### src/rtl/periph_rr_arbiter_id.sv
// Round-robin N:1 peripheral arbiter with request locking, per-master outstanding
// limits and ID-tagged response routing back to the issuing master.
module periph_rr_arbiter_id #(
    parameter int unsigned NB_MASTER       = 4,
    parameter int unsigned ADDR_WIDTH      = 32,
    parameter int unsigned DATA_WIDTH      = 32,
    parameter int unsigned ID_WIDTH        = 8,
    parameter int unsigned BE_WIDTH        = DATA_WIDTH / 8,
    parameter int unsigned MAX_OUTSTANDING = 4,
    localparam int unsigned IDX_W          = $clog2(NB_MASTER),
    localparam int unsigned OID_W          = ID_WIDTH + IDX_W
) (
    input  logic                                 clk_i,
    input  logic                                 rst_i,
    input  logic [NB_MASTER-1:0]                 m_req_i,
    input  logic [NB_MASTER-1:0][ADDR_WIDTH-1:0] m_add_i,
    input  logic [NB_MASTER-1:0]                 m_we_n_i,
    input  logic [NB_MASTER-1:0][DATA_WIDTH-1:0] m_wdata_i,
    input  logic [NB_MASTER-1:0][BE_WIDTH-1:0]   m_be_i,
    input  logic [NB_MASTER-1:0][ID_WIDTH-1:0]   m_id_i,
    output logic [NB_MASTER-1:0]                 m_gnt_o,
    output logic [NB_MASTER-1:0]                 m_r_valid_o,
    output logic                                 m_r_opc_o,
    output logic [ID_WIDTH-1:0]                  m_r_id_o,
    output logic [DATA_WIDTH-1:0]                m_r_rdata_o,
    output logic                                 s_req_o,
    output logic [ADDR_WIDTH-1:0]                s_add_o,
    output logic                                 s_we_n_o,
    output logic [DATA_WIDTH-1:0]                s_wdata_o,
    output logic [BE_WIDTH-1:0]                  s_be_o,
    output logic [OID_W-1:0]                     s_id_o,
    input  logic                                 s_gnt_i,
    input  logic                                 s_r_valid_i,
    input  logic                                 s_r_opc_i,
    input  logic [OID_W-1:0]                     s_r_id_i,
    input  logic [DATA_WIDTH-1:0]                s_r_rdata_i,
    output logic                                 err_o
);

    localparam int unsigned CNT_W = $clog2(MAX_OUTSTANDING + 1);

    logic                             rr_en_unused;
    logic [IDX_W-1:0]                 rr_q, rr_d;
    logic                             lock_q, lock_d;
    logic [IDX_W-1:0]                 lock_idx_q, lock_idx_d;
    logic [NB_MASTER-1:0][CNT_W-1:0]  cnt_q, cnt_d;
    logic                             err_q, err_d;

    logic [NB_MASTER-1:0]             elig_c;
    logic [IDX_W-1:0]                 win_c;
    logic [IDX_W-1:0]                 cand_c;
    logic                             found_c;
    logic                             lock_hold_c;
    logic                             lock_drop_c;
    logic                             hs_c;
    logic                             rsp_err_c;
    logic [IDX_W-1:0]                 rsp_idx_c;

    assign rr_en_unused = 1'b0;
    assign rsp_idx_c    = s_r_id_i[OID_W-1:ID_WIDTH];

    // Winner selection: a held lock wins outright, otherwise scan from rr_q.
    always_comb begin
        elig_c      = '0;
        win_c       = '0;
        cand_c      = '0;
        found_c     = 1'b0;
        lock_hold_c = lock_q & m_req_i[lock_idx_q];
        lock_drop_c = lock_q & ~m_req_i[lock_idx_q];
        for (int unsigned k = 0; k < NB_MASTER; k++) begin
            elig_c[k] = m_req_i[k] && (cnt_q[k] < CNT_W'(MAX_OUTSTANDING));
        end
        if (lock_hold_c) begin
            win_c   = lock_idx_q;
            found_c = 1'b1;
        end else begin
            for (int unsigned i = 0; i < NB_MASTER; i++) begin
                cand_c = rr_q + IDX_W'(i);
                if (!found_c && elig_c[cand_c]) begin
                    win_c   = cand_c;
                    found_c = 1'b1;
                end
            end
        end
    end

    assign hs_c      = found_c & s_gnt_i;
    assign s_req_o   = found_c;
    assign s_add_o   = m_add_i[win_c];
    assign s_we_n_o  = m_we_n_i[win_c];
    assign s_wdata_o = m_wdata_i[win_c];
    assign s_be_o    = m_be_i[win_c];
    assign s_id_o    = {win_c, m_id_i[win_c]};

    always_comb begin
        m_gnt_o = '0;
        if (hs_c) begin
            m_gnt_o[win_c] = 1'b1;
        end
    end

    // Responses are routed purely by the index field prepended at issue time.
    always_comb begin
        m_r_valid_o = '0;
        for (int unsigned k = 0; k < NB_MASTER; k++) begin
            m_r_valid_o[k] = s_r_valid_i && (rsp_idx_c == IDX_W'(k));
        end
    end

    assign m_r_id_o    = s_r_id_i[ID_WIDTH-1:0];
    assign m_r_opc_o   = s_r_opc_i;
    assign m_r_rdata_o = s_r_rdata_i;

    // Next-state for pointer, lock, outstanding counters and error pulse.
    always_comb begin
        rr_d       = rr_q;
        lock_d     = 1'b0;
        lock_idx_d = lock_idx_q;
        cnt_d      = cnt_q;
        rsp_err_c  = 1'b0;
        if (hs_c) begin
            rr_d = win_c + IDX_W'(1);
        end
        if (found_c && !s_gnt_i) begin
            lock_d     = 1'b1;
            lock_idx_d = win_c;
        end
        for (int unsigned k = 0; k < NB_MASTER; k++) begin
            if ((hs_c && (win_c == IDX_W'(k))) && !m_r_valid_o[k]) begin
                cnt_d[k] = cnt_q[k] + CNT_W'(1);
            end else if (m_r_valid_o[k] && !(hs_c && (win_c == IDX_W'(k)))) begin
                if (cnt_q[k] == '0) begin
                    rsp_err_c = 1'b1;
                end else begin
                    cnt_d[k] = cnt_q[k] - CNT_W'(1);
                end
            end
        end
        err_d = lock_drop_c | rsp_err_c | rr_en_unused;
    end

    always_ff @(posedge clk_i or posedge rst_i) begin
        if (rst_i) begin
            rr_q       <= '0;
            lock_q     <= 1'b0;
            lock_idx_q <= '0;
            cnt_q      <= '0;
            err_q      <= 1'b0;
        end else begin
            rr_q       <= rr_d;
            lock_q     <= lock_d;
            lock_idx_q <= lock_idx_d;
            cnt_q      <= cnt_d;
            err_q      <= err_d;
        end
    end

    assign err_o = err_q;

endmodule

### config.mk
export PLATFORM = sky130hd
export DESIGN_NAME = periph_rr_arbiter_id
export DESIGN_NICKNAME = d
export VERILOG_FILES = /design/src/rtl/periph_rr_arbiter_id.sv
export SDC_FILE = /design/constraint.sdc
export NUM_CORES = 1
export LEC_CHECK = 0
export BUFFER_PORTS_ARGS = -buffer_cell sky130_fd_sc_hd__buf_2
export CORE_AREA = 8 8 184 186
export DETAILED_ROUTE_END_ITERATION = 10
export DIE_AREA = 0 0 192 194
export PLACE_DENSITY_LB_ADDON = 0.2
export SYNTH_ARGS = -nofsm -noshare
export SYNTH_HDL_FRONTEND = slang
export SYNTH_SLANG_ARGS = --single-unit
### constraint.sdc
create_clock -name clk_i -period 4.7 [get_ports clk_i]
set_clock_uncertainty 0.2 [all_clocks]
set_input_delay 0.47 -clock clk_i [delete_from_list [all_inputs] [get_ports clk_i]]
set_output_delay 0.47 -clock clk_i [all_outputs]
set_load 0.02 [all_outputs]
; Yosys cells after proc, flatten, opt, wreduce, memory -nomap -nowiden
; Index checks and enable logic that the tools add are counted.
[totals]
register_bits = 18
in_bits = 359
out_inout_bits = 130
elab_cells = 158
[op_classes]
add_sub_neg = 12
order_cmp = 11
eq_ne = 10
n_mux = 61
bitwise_logic = 5
n_reduce_logical = 51
[op_table]
columns = op, n
row1 = $bmux 32 s2, 2
row2 = $mux 32, 2
row3 = $mux 3, 12
row4 = $mux 1, 28
row5 = $logic_and 1x1->1, 25
row6 = $lt 2x3->1 const B, 6
row7 = $bmux 8 s2, 1
row8 = $add 3x1->3 const B, 4
row9 = $bmux 1 s2, 6
row10 = $logic_not 1->1, 12
row11 = $logic_not 3->1, 4
row12 = $lt 3x3->1 const B, 4
row13 = $sub 3x1->3 const B, 4
row14 = $mux 2, 5
row15 = $bmux 4 s2, 1
row16 = $eq 2x2->1 const B, 4
row17 = $mux 4, 2
row18 = $mux 8, 1
row19 = $ne 2x2->1 const B, 4
row20 = $reduce_and 2->1, 4
row21 = $reduce_bool 2->1, 4
row22 = $add 2x1->2 const B, 2
row23 = $add 2x2->2 const B, 2
row24 = $eq 2x1->1 const B, 2
row25 = other kinds (6), 9

; Logic depth before layout (Yosys ltp)
; Gate-level depths: netlist (run 1).
[logic_depth]
ltp_word = 34
mapped_depth = 18
depth_no_buf = 14

; Least setup slack after synthesis (run 1)
; No wires, ideal clock.
[synth_path]
path_type = input to register
start = in m_req_i[1]
end = reg cnt_q[11] (netlist bit)
setup_time_ns = 0.128
t_arrival_ns = 3.399
required_time_ns = 4.372
path_slack_ns = 0.972
stages = 16
path_buffers = 3
path_cell_list = nor2b_1 > nor2_1 > a311o_1 > o21a_2 > inv_4 > buf_12 > buf_6 > ha_1 > and3_1 > ha_1 > clkbuf_1 > inv_1 > fa_1 > xor2_1 > o21ai_0 > o31ai_1
[synth_between]
elab_chain_len = 23
elab_cells_between_ends = 41
cone_classes = eq/ne (2) / mux (24) / bitwise (2) / reduce/logical (13)
[synth_rtl]
columns = element, line_no
row1 = "start, declared", 15  ; input logic [NB_MASTER-1:0] m_req_i,
row2 = $logic_and 1x1->1, 71  ; elig_c[k] = m_req_i[k] && (cnt_q[k] < CNT_W'(MAX_OUTSTANDING));
row3 = $bmux 1 s2, 79  ; if (!found_c && elig_c[cand_c]) begin
row4 = $mux 1 (not written as such), 79
row5 = $mux 1, 79
row6 = $mux 1, 73  ; if (lock_hold_c) begin
row7 = $logic_not 1->1, 79
row8 = $logic_and 1x1->1, 79
row9 = $mux 1, 79
row10 = [8 not listed], --
row11 = $mux 2 *, 73
row12 = via s_id_o[8], 31  ; output logic [OID_W-1:0] s_id_o,
row13 = $eq 2x2->1 *, "129, 131"
row14 = $logic_and 1x1->1 *, "129, 131"
row15 = $logic_not 1->1, 131  ; end else if (m_r_valid_o[k] && !(hs_c && (win_c == IDX_W'(k)))) begin
row16 = $logic_and 1x1->1, 131
row17 = $reduce_bool 2->1 (no source line), --
row18 = $reduce_and 2->1 (no source line), --
row19 = "end signal, assigned", 153  ; cnt_q <= cnt_d;
row20 = "end, declared", 46  ; logic [NB_MASTER-1:0][CNT_W-1:0] cnt_q, cnt_d;
; The timed path passes the listed nets; every way through them passes the cells marked *. The select of a mux whose other input is x is not followed.
; A chain may end at the register's enable or synchronous reset.

; Final worst setup path (run 1)
[layout_path]
start = reg lock_idx_q[1]
end = out s_add_o[22]
[layout_between]
elab_chain_len = 6
[layout_rtl]
columns = element, line_no
row1 = "start, declared", 45  ; logic [IDX_W-1:0] lock_idx_q, lock_idx_d;
row2 = "start signal, assigned", 152  ; lock_idx_q <= lock_idx_d;
row3 = $bmux 1 s2, 68  ; lock_hold_c = lock_q & m_req_i[lock_idx_q];
row4 = $mux 1 (not written as such), 68
row5 = $and 1x1->1, 68
row6 = $mux 2 *, 73
row7 = $bmux 32 s2 *, 89  ; assign s_add_o = m_add_i[win_c];
row8 = $mux 32 (not written as such) *, 89
row9 = "end, declared", 27  ; output logic [ADDR_WIDTH-1:0] s_add_o,
; Mark *: on every way between the ends. The rest lies on a longest branch, timed or not. The select of a mux whose other input is x is not followed.

==> summary.txt, run 1 <==
Place
  – Detail Placement HPWL: around 21000 um
  – GPL Wtd Cong: 0.770
  – PortBufs: approximately 410

Synth
  – Flip-flop and latch count after synthesis: 18
  – Register area share after synthesis: 9.96%
  – Synth async-reset ratio: 100%
  – Synth Cell Area: ~0.0045 mm^2
  – Mapped Cells: between 400 and 500
  – Syn Area/Cell: 9.60 um^2
  – Yosys warnings: 0
  – Number of flops mapped to enable cells by yosys: 0
  – Synth Flop Type: dfrtp_1
  – Post-synth cell types: 50
  – Synth Net Count: 846

Floorplanning
  – Num ports: 489
  – Die Span Y: 194 um
  – Core Area: just over 0.03 mm^2
  – Die width: between 150 and 200 um
  – Initial Utilization: approximately 15%
  – Num rows: 65
  – Die ar.: 0.0372 mm^2

Critical path
  – Critical Path End Type: output port
  – Crit path kind: flop to output port
  – Worst-path fanout max: between 40 and 50
  – CP startpoint kind: flop
  – CP arrival: 3.32 ns
  – R2r endpoint: cnt_q[11]
  – Reg-to-reg slack, setup: 1.03 ns
  – RR Startpoint: lock_idx_q[1]
  – Critical Path End: s_add_o[22]
  – R2R cell count: 13
  – CP Launch Point: lock_idx_q[1]
  – Required @ worst endpoint: 4.03 ns

Flow run
  – Max-Cap Viols: 0

Cells and area
  – Area growth from synthesis to layout: 43.2%
  – Layout fillers: 3581
  – Layout cells sized above 1: 52.3%
  – Final core occ: roughly a fifth
  – Nets: 1189

Routing
  – DRC viols: 0
  – Vias: 4750
  – Wire length per cell: roughly 20 um
  – Pre-antenna DRT Iters: 4
  – Drt via density: 3.91
  – Number of routed nets with antenna violations: 0
  – 1st-iter DRT viols: 136
  – WL final: roughly 24000 um

Clock network
  – Clk slew on worst S/H paths: roughly 0.05 ns
  – H-tree depth: 1
  – CTS tree: done
  – Root Buffer: clkbuf_16
  – CTS resizes: 0
  – Clk Latency, worst-skew pair: ~0.25 ns
  – CTS Buf Count: 3
  – # Post-CTS Setup Buffers: 0
  – # hold bufs at CTS: 0
  – CTS max path bufs: 2
  – Num Clock Sinks: 18

STA
  – Crit path time final: 3.99 ns
  – Max Clock Freq: 251 MHz
  – Least-Margin Pin Slew: 0.770 ns
  – Final TNS setup: 0 ns
  – Final setup violation count: 0
  – Slew Limit Fails: 0
  – Ratio of final minimum period to clock period: 84.8%
  – Worst slew margin: 48.6%
  – RSZ-0062 raised after global routing: false
  – Hold Vio Cnt, Final: 0

Global route
  – GR Util All Layers: about an eighth
  – Initial antenna violation count: 2
  – First-pass GRT wire length: 33600 um
  – Vias in the first global route: ~5.3k
  – GRT Residual Overflow: 0
  – Largest net degree at the start of global routing: 83

Power
  – P_leak: 3.83 nW
  – Cell area power density: 827 mW/mm^2
  – Maximum vdd drop: 439 uV

Worst hold path
  – Hold Crit Class: input port to async pin

Status
  – Status: complete, no violations
-- cell usage after synthesis (2+ instances only) --
cell	number	area [um^2]
a211oi_1	2	15.0
a21o_1	4	30.0
a21oi_1	7	35.0
a31oi_1	3	18.8
and3_1	4	25.0
buf_12	12	240
buf_2	2	10.0
buf_4	48	360
buf_6	3	33.8
buf_8	2	30.0
bufbuf_8	2	37.5
clkbuf_1	4	15.0
dfrtp_1	18	450
fa_1	4	80.1
ha_1	12	150
inv_1	15	56.3
mux2i_1	233	2330
nand2_1	6	22.5
nand2b_1	5	31.3
nand3_1	3	15.0
nand3b_1	2	15.0
nor2_1	15	56.3
nor2b_1	3	18.8
nor3_1	21	105
o21ai_0	5	25.0
o21ai_1	2	10.0
o22a_1	4	35.0
o31ai_1	4	30.0
or2_2	2	12.5
xor2_1	4	35.0
-- power breakdown --
group	internal [mW]	total [mW]	switching, mW
Sequential	0.231	0.350	0.119
Combinational	1.93	4.84	2.90
Clock	0.112	0.172	0.0602
Total	2.28	5.36	3.08
-- state kept, by name, indices dropped and copies added, names as in the netlist --
name and flops:
err_o 1, rr_q 2, lock_idx_q 2, cnt_q 12, lock_q 1
-- metrics by stage --
step / area, um^2 / setup slack, ns / total power, mW / hold WS (ns) / std cells
after floorplan: 4520 / 0.972 / 4.30 / 0.209 / 471
after global placement: 6400 / 0.886 / 5.33 / 0.336 / 1211
after detailed placement: 6400 / 0.881 / 5.33 / 0.342 / 1211
after CTS: 6470 / 0.712 / 5.52 / 0.189 / 1214
after global routing: 6480 / 0.506 / 5.78 / 0.222 / 1215
final: 6480 / 0.715 / 5.36 / 0.151 / 1215
-- per-layer routing --
layer | share of wire, % | vias to the layer above | track usage (%)
met3 | 8.3 | 13 | 3.60
met4 | 0.69 | 0 | 1.56
met1 | 37 | 2094 | 12.3
li1 | - | 2377 | -
met5 | 0 | - | 0
met2 | 54 | 266 | 23.2
-- worst min-delay path by stage --
stage / cells after the start / slack [ns] / end
finish: 2 / 0.15 / cnt_q[7]
global route: 2 / 0.22 / cnt_q[7]
CTS: 2 / 0.19 / cnt_q[7]
detailed placement: 1 / 0.34 / lock_idx_q[0]
global placement: 1 / 0.34 / lock_idx_q[0]
floorplan: 1 / 0.21 / cnt_q[0]
-- final cells by class --
class,count,area [um^2],area share [%]
sequential,18,450,6.96
clock buffer,3,75.1,1.16
inverter,17,71.3,1.10
multi-input combinational,363,3280,50.6
timing repair buffer,411,2090,32.3
tap,402,503,7.77
antenna,1,2.50,0.0386
-- cells by family after synthesis --
kind of cell,synth area share (%)
buffers and inverters,17.5
DFF,9.96
and+or+nand+nor,7.83
muxes,53.3
adders and majority gates,5.09
xor gates and xnor gates,0.775
AOI/OAI and AO/OA,5.51
-- worst max-delay path: stages (launching register included) --
cell     delay [ns]
dfrtp_1        0.44
mux2i_2        0.30
nor2_1         0.08
a311o_1        0.31
o21a_2         0.27
inv_8          0.32
buf_4          0.36
buf_4          0.35
mux2i_1        0.25
mux2i_1        0.11
buf_2          0.19
-- cells in the final DEF, fill, tap and decap left out, drive strengths merged, types with 5 or more instances in the layout --
cell,Yosys,final
mux2i,234,234
inv,17,17
a21oi,7,7
nand2b,5,5
buf,67,411
ha,12,12
dfrtp,18,18
nand2,6,6
nor2,15,15
nor3,21,21
o21ai,7,7
No activity file was read; power rests on OpenSTA's default activity.
==> inputs of run 2 (changes only) <==
Clock period 4.7 ns to 4 ns, I/O delays scaled along.
==> summary.txt, run 2 (synthesis gave the netlist of run 1 again) <==
Cells and area
  – Area growth from synthesis to layout: 43.9%
  – Post-route cell area: about 0.0065 mm^2
  – Max reg flops: 12
  – Commonest non-fill, non-tap cell in the layout: buf_2
  – Largest regs: cnt_q: 12 flops, lock_idx_q: 2 flops, rr_q: 2 flops
  – Largest Register: cnt_q
  – Commonest cells after routing, fill and taps aside: buf_2, mux2i_1, nor3_1
  – Nets: 1191
  – Layout cells sized above 1: 52.5%

STA
  – Final TNS setup: 0 ns
  – Max Clock Freq: 260 MHz
  – Least-Margin Pin Slew: 0.734 ns
  – Crit path time final: 3.84 ns
  – Final setup violation count: 0
  – Ratio of final minimum period to clock period: around 96%
  – Hold Vio Cnt, Final: 0
  – Slew Limit Fails: 0
  – RSZ-0062 raised after global routing: false
  – Worst slew margin: 51.0%

Routing
  – Vias: ~4.8k
  – 1st-iter DRT viols: 168
  – Pre-antenna DRT Iters: 4
  – DRC viols: 0
  – Wire length per cell: 19.2 um
  – WL final: 23400 um
  – Number of routed nets with antenna violations: 0
  – Drt via density: 3.90

Clock network
  – Root Buffer: clkbuf_16
  – Clk slew on worst S/H paths: 0.05 ns
  – CTS Buf Count: 3
  – CTS tree: done
  – Num Clock Sinks: 18
  – CTS max path bufs: 2
  – H-tree depth: 1
  – Clk Latency, worst-skew pair: 0.25 ns

Power
  – Cell area power density: 976 mW/mm^2
  – Switching portion of total power: 57.1%
  – Sw power: 3.63 mW
  – Combinational fraction of design power: 90.0%
  – Maximum vdd drop: between 400 and 500 uV
  – Clock Power Share: roughly 3.5%
  – Overall Power: 6.35 mW
  – P_leak: about 3.8 nW
  – Part of the power in registers: around 6.5%
  – Pint: 2.73 mW

Critical path
  – CP arrival: ~3.2 ns
  – Crit path kind: flop to output port
  – Required @ worst endpoint: 3.40 ns
  – CP startpoint kind: flop
  – RR Startpoint: cnt_q[8]
  – Critical Path End Type: output port
  – CP Launch Point: cnt_q[5]
  – Worst-path fanout max: 80
  – Critical Path End: s_add_o[28]
  – R2r endpoint: cnt_q[8]
  – Reg-to-reg slack, setup: 0.47 ns
  – R2R cell count: 14

Flow run
  – Max-Cap Viols: 0

Global route
  – Vias in the first global route: 5323
  – Initial antenna violation count: 2
  – GRT Residual Overflow: 0
  – Largest net degree at the start of global routing: 81
  – GR Util All Layers: 11.7%
  – First-pass GRT wire length: 33500 um

Status
  – Status: complete, no violations

Place
  – Detail Placement HPWL: 21000 um
  – PortBufs: roughly 410
  – GPL Wtd Cong: between 0.7 and 0.8
  – Placed Area: between 0.006 and 0.007 mm^2

Floorplanning
  – Die ar.: about 0.037 mm^2
  – Num ports: a little under 500
  – Num rows: 65
  – Die width: 192 um
  – Die Span Y: 194 um
  – Initial Utilization: 14.6%
  – Core Area: 0.0311 mm^2

Worst hold path
  – Hold Crit Class: input port to async pin
[run 2: cell types whose count changed in the layout (fill, tap and decap cells not counted), sizes merged]
cell	delta
clkbuf	+1
buf	+2
[run 2: routing by layer]
metal	up-vias	share of wire (%)	GRT usage, %
met5	-	0	0
met4	0	0.42	1.19
met3	8	8.1	3.58
met2	265	54	22.8
met1	2099	37	12.4
li1	2382	-	-
[run 2: worst min-delay path by stage]
| stage | slack [ns] | cells after the start | end |
|---|---|---|---|
| finish | 0.07 | 2 | cnt_q[10] |
| global placement | 0.38 | 1 | cnt_q[7] |
| floorplan | 0.14 | 1 | cnt_q[0] |
| CTS | 0.11 | 2 | cnt_q[10] |
| global route | 0.15 | 2 | cnt_q[10] |
| detailed placement | 0.38 | 2 | cnt_q[10] |
[run 2: what timing repair did]
| item | in CTS | in global routing |
|---|---|---|
| hold buffers | 0 | 0 |
| setup endpoints to repair | 0 | 5 |
| gates resized for setup | 0 | 1 |
| setup buffers | 0 | 0 |
[run 2: critical path, cell delays in order, from the launching register on]
cell     delay (ns)
dfrtp_1        0.46
nor2b_1        0.26
nor2_1         0.09
a311o_1        0.35
o21a_2         0.27
inv_8          0.12
buf_12         0.40
buf_4          0.36
mux2i_1        0.27
mux2i_1        0.10
buf_2          0.18
[run 2: final cells by class]
type	count	area, um^2
Clock buffer	4	88.8
Antenna cell	1	2.50
Multi-Input combinational cell	363	3280
Inverter	17	71.3
Sequential cell	18	450
Tap cell	402	503
Timing Repair Buffer	413	2110
Fill cell	3544	24600
[run 2: per-stage QoR]
stage	instances	utilization [%]	setup slack, ns	hold slack (ns)
floorplan	471	-	0.315	0.139
global placement	1213	20.6	0.319	0.375
detailed placement	1213	20.6	0.349	0.375
CTS	1217	20.9	0.111	0.112
global route	1218	21.0	0.0234	0.155
finish	1218	21.0	0.161	0.0669
[run 2: power by group through the flow]
stage	Sequential, mW	Combinational (mW)	Clock, mW
finish	0.414	5.71	0.224
global route	0.436	6.18	0.241
CTS	0.415	5.89	0.233
detailed placement	0.418	5.88	0
global placement	0.421	5.89	0
floorplan	0.364	4.69	0
==> inputs of run 3 (changes only) <==
Settings changed: CELL_PAD_IN_SITES_DETAIL_PLACEMENT from default to 1, CELL_PAD_IN_SITES_GLOBAL_PLACEMENT from default to 1, CORE_AREA 8 8 184 186 to 8 8 185 187, DIE_AREA 0 0 192 194 to 0 0 193 195, SLEW_MARGIN from default to 20.
Clock period 4 ns to 5 ns, I/O delays scaled along.
==> summary.txt, run 3 (synthesis gave the netlist of run 1 again) <==
Routing
  – Pre-antenna DRT Iters: 4
  – Vias: 4837
  – Wire length per cell: roughly 19 um
  – DRC viols: 0
  – Drt via density: about 4.0
  – Number of routed nets with antenna violations: 0
  – WL final: 22600 um
  – 1st-iter DRT viols: 100

Critical path
  – CP startpoint kind: flop
  – RR Startpoint: cnt_q[8]
  – Required @ worst endpoint: 4.30 ns
  – R2R cell count: 14
  – Critical Path End Type: output port
  – Worst-path fanout max: 75
  – Reg-to-reg slack, setup: 1.47 ns
  – Crit path kind: flop to output port
  – CP arrival: 3.00 ns
  – R2r endpoint: cnt_q[11]
  – Critical Path End: s_be_o[3]
  – CP Launch Point: cnt_q[5]

Floorplanning
  – Die Span Y: 195 um
  – Num rows: 65
  – Die width: 193 um
  – Core Area: 0.0312 mm^2
  – Initial Utilization: 14.5%
  – Die ar.: 0.0376 mm^2
  – Num ports: 489

Clock network
  – Num Clock Sinks: 18
  – Clk slew on worst S/H paths: about 0.050 ns
  – CTS max path bufs: 2
  – Root Buffer: clkbuf_16
  – CTS resizes: 0
  – Clk Latency, worst-skew pair: about 0.25 ns
  – # Post-CTS Setup Buffers: 0
  – # hold bufs at CTS: 0
  – H-tree depth: 1
  – CTS tree: done
  – CTS Buf Count: 3

Cells and area
  – Final core occ: 20.8%
  – Largest Register: cnt_q
  – Area growth from synthesis to layout: 43.4%
  – Commonest non-fill, non-tap cell in the layout: buf_2
  – Nets: 1188
  – Commonest cells after routing, fill and taps aside: buf_2, mux2i_1, nor3_1
  – Layout cells sized above 1: 52.3%
  – Final Non-Filler Cells: roughly 1.2k
  – Post-route cell area: 0.00648 mm^2
  – Max reg flops: 12
  – Largest regs: cnt_q: 12 flops, lock_idx_q: 2 flops, rr_q: 2 flops

Power
  – P_leak: 3.83 nW
  – Maximum vdd drop: roughly 840 uV
  – Cell area power density: 760 mW/mm^2
  – Overall Power: 4.93 mW

STA
  – Max Clock Freq: 271 MHz
  – RSZ-0062 raised after global routing: false
  – Hold Vio Cnt, Final: 0
  – Slew Limit Fails: 0
  – Final setup violation count: 0
  – Final TNS setup: 0 ns
  – Crit path time final: 3.70 ns
  – Worst slew margin: between 40 and 50%
  – Least-Margin Pin Slew: 0.814 ns
  – Ratio of final minimum period to clock period: about 74%

Status
  – Status: complete, no violations

Place
  – GPL Wtd Cong: 0.743
  – Placed Area: 0.00639 mm^2
  – Placed cells: approximately 1.2k
  – PortBufs: 406
  – Detail Placement HPWL: just under 20000 um

Global route
  – Vias in the first global route: 5567
  – GRT Residual Overflow: 0
  – Initial antenna violation count: 2
  – Largest net degree at the start of global routing: 83
  – First-pass GRT wire length: 32900 um
  – GR Util All Layers: between 10% and 20%

Flow run
  – Max-Cap Viols: 0

Worst hold path
  – Hold Crit Class: input port to async pin
run 3: cell types whose count changed in the layout (fill, tap and decap cells not counted):
cell / before / now
buf_6: 1 / 0
buf_4: 4 / 2
run 3: final cells by class:
type                            instances  area, um^2
Timing Repair Buffer                  410        2090
Sequential cell                        18         450
Tap cell                              402         503
Inverter                               17        71.3
Multi-Input combinational cell        363        3280
Fill cell                            3824       24700
Clock buffer                            4        88.8
Antenna cell                            1        2.50
run 3: worst min path at each step:
stage	from	to	slack [ns]
3_5_place_dp	lock_idx_q[0]	lock_idx_q[0]	0.34
3_3_place_gp	lock_idx_q[0]	lock_idx_q[0]	0.33
5_1_grt	rst_i	err_o	0.26
2_1_floorplan	rst_i	cnt_q[0]	0.24
4_1_cts	rst_i	cnt_q[10]	0.23
6_report	rst_i	err_o	0.18
run 3: routing by layer:
metal	vias up	GRT usage, %	routed length [um]
met1	2217	11.0	7880
met4	0	1.20	166
met2	246	22.0	12200
met3	10	4.44	2330
li1	2364	-	-
met5	-	0	0
run 3: stage by stage:
stage | worst slack [ns] | hold WS (ns)
3_3_place_gp | 1.41 | 0.334
3_5_place_dp | 1.34 | 0.337
4_1_cts | 1.33 | 0.226
2_1_floorplan | 1.24 | 0.239
5_1_grt | 1.11 | 0.261
6_report | 1.30 | 0.178
run 3: worst max-delay path, cell delays in order, from the launching register on:
cell	delay, ns
dfrtp_1	0.46
nor2b_1	0.27
nor2_1	0.09
a311o_1	0.36
o21a_2	0.27
inv_8	0.08
buf_12	0.33
mux2i_1	0.38
mux2i_1	0.11
buf_2	0.20
run 3: where the power goes:
group	internal, mW	switching (mW)
clock	0.122	0.0572
combinational	1.82	2.59
sequential	0.217	0.116
total	2.16	2.76
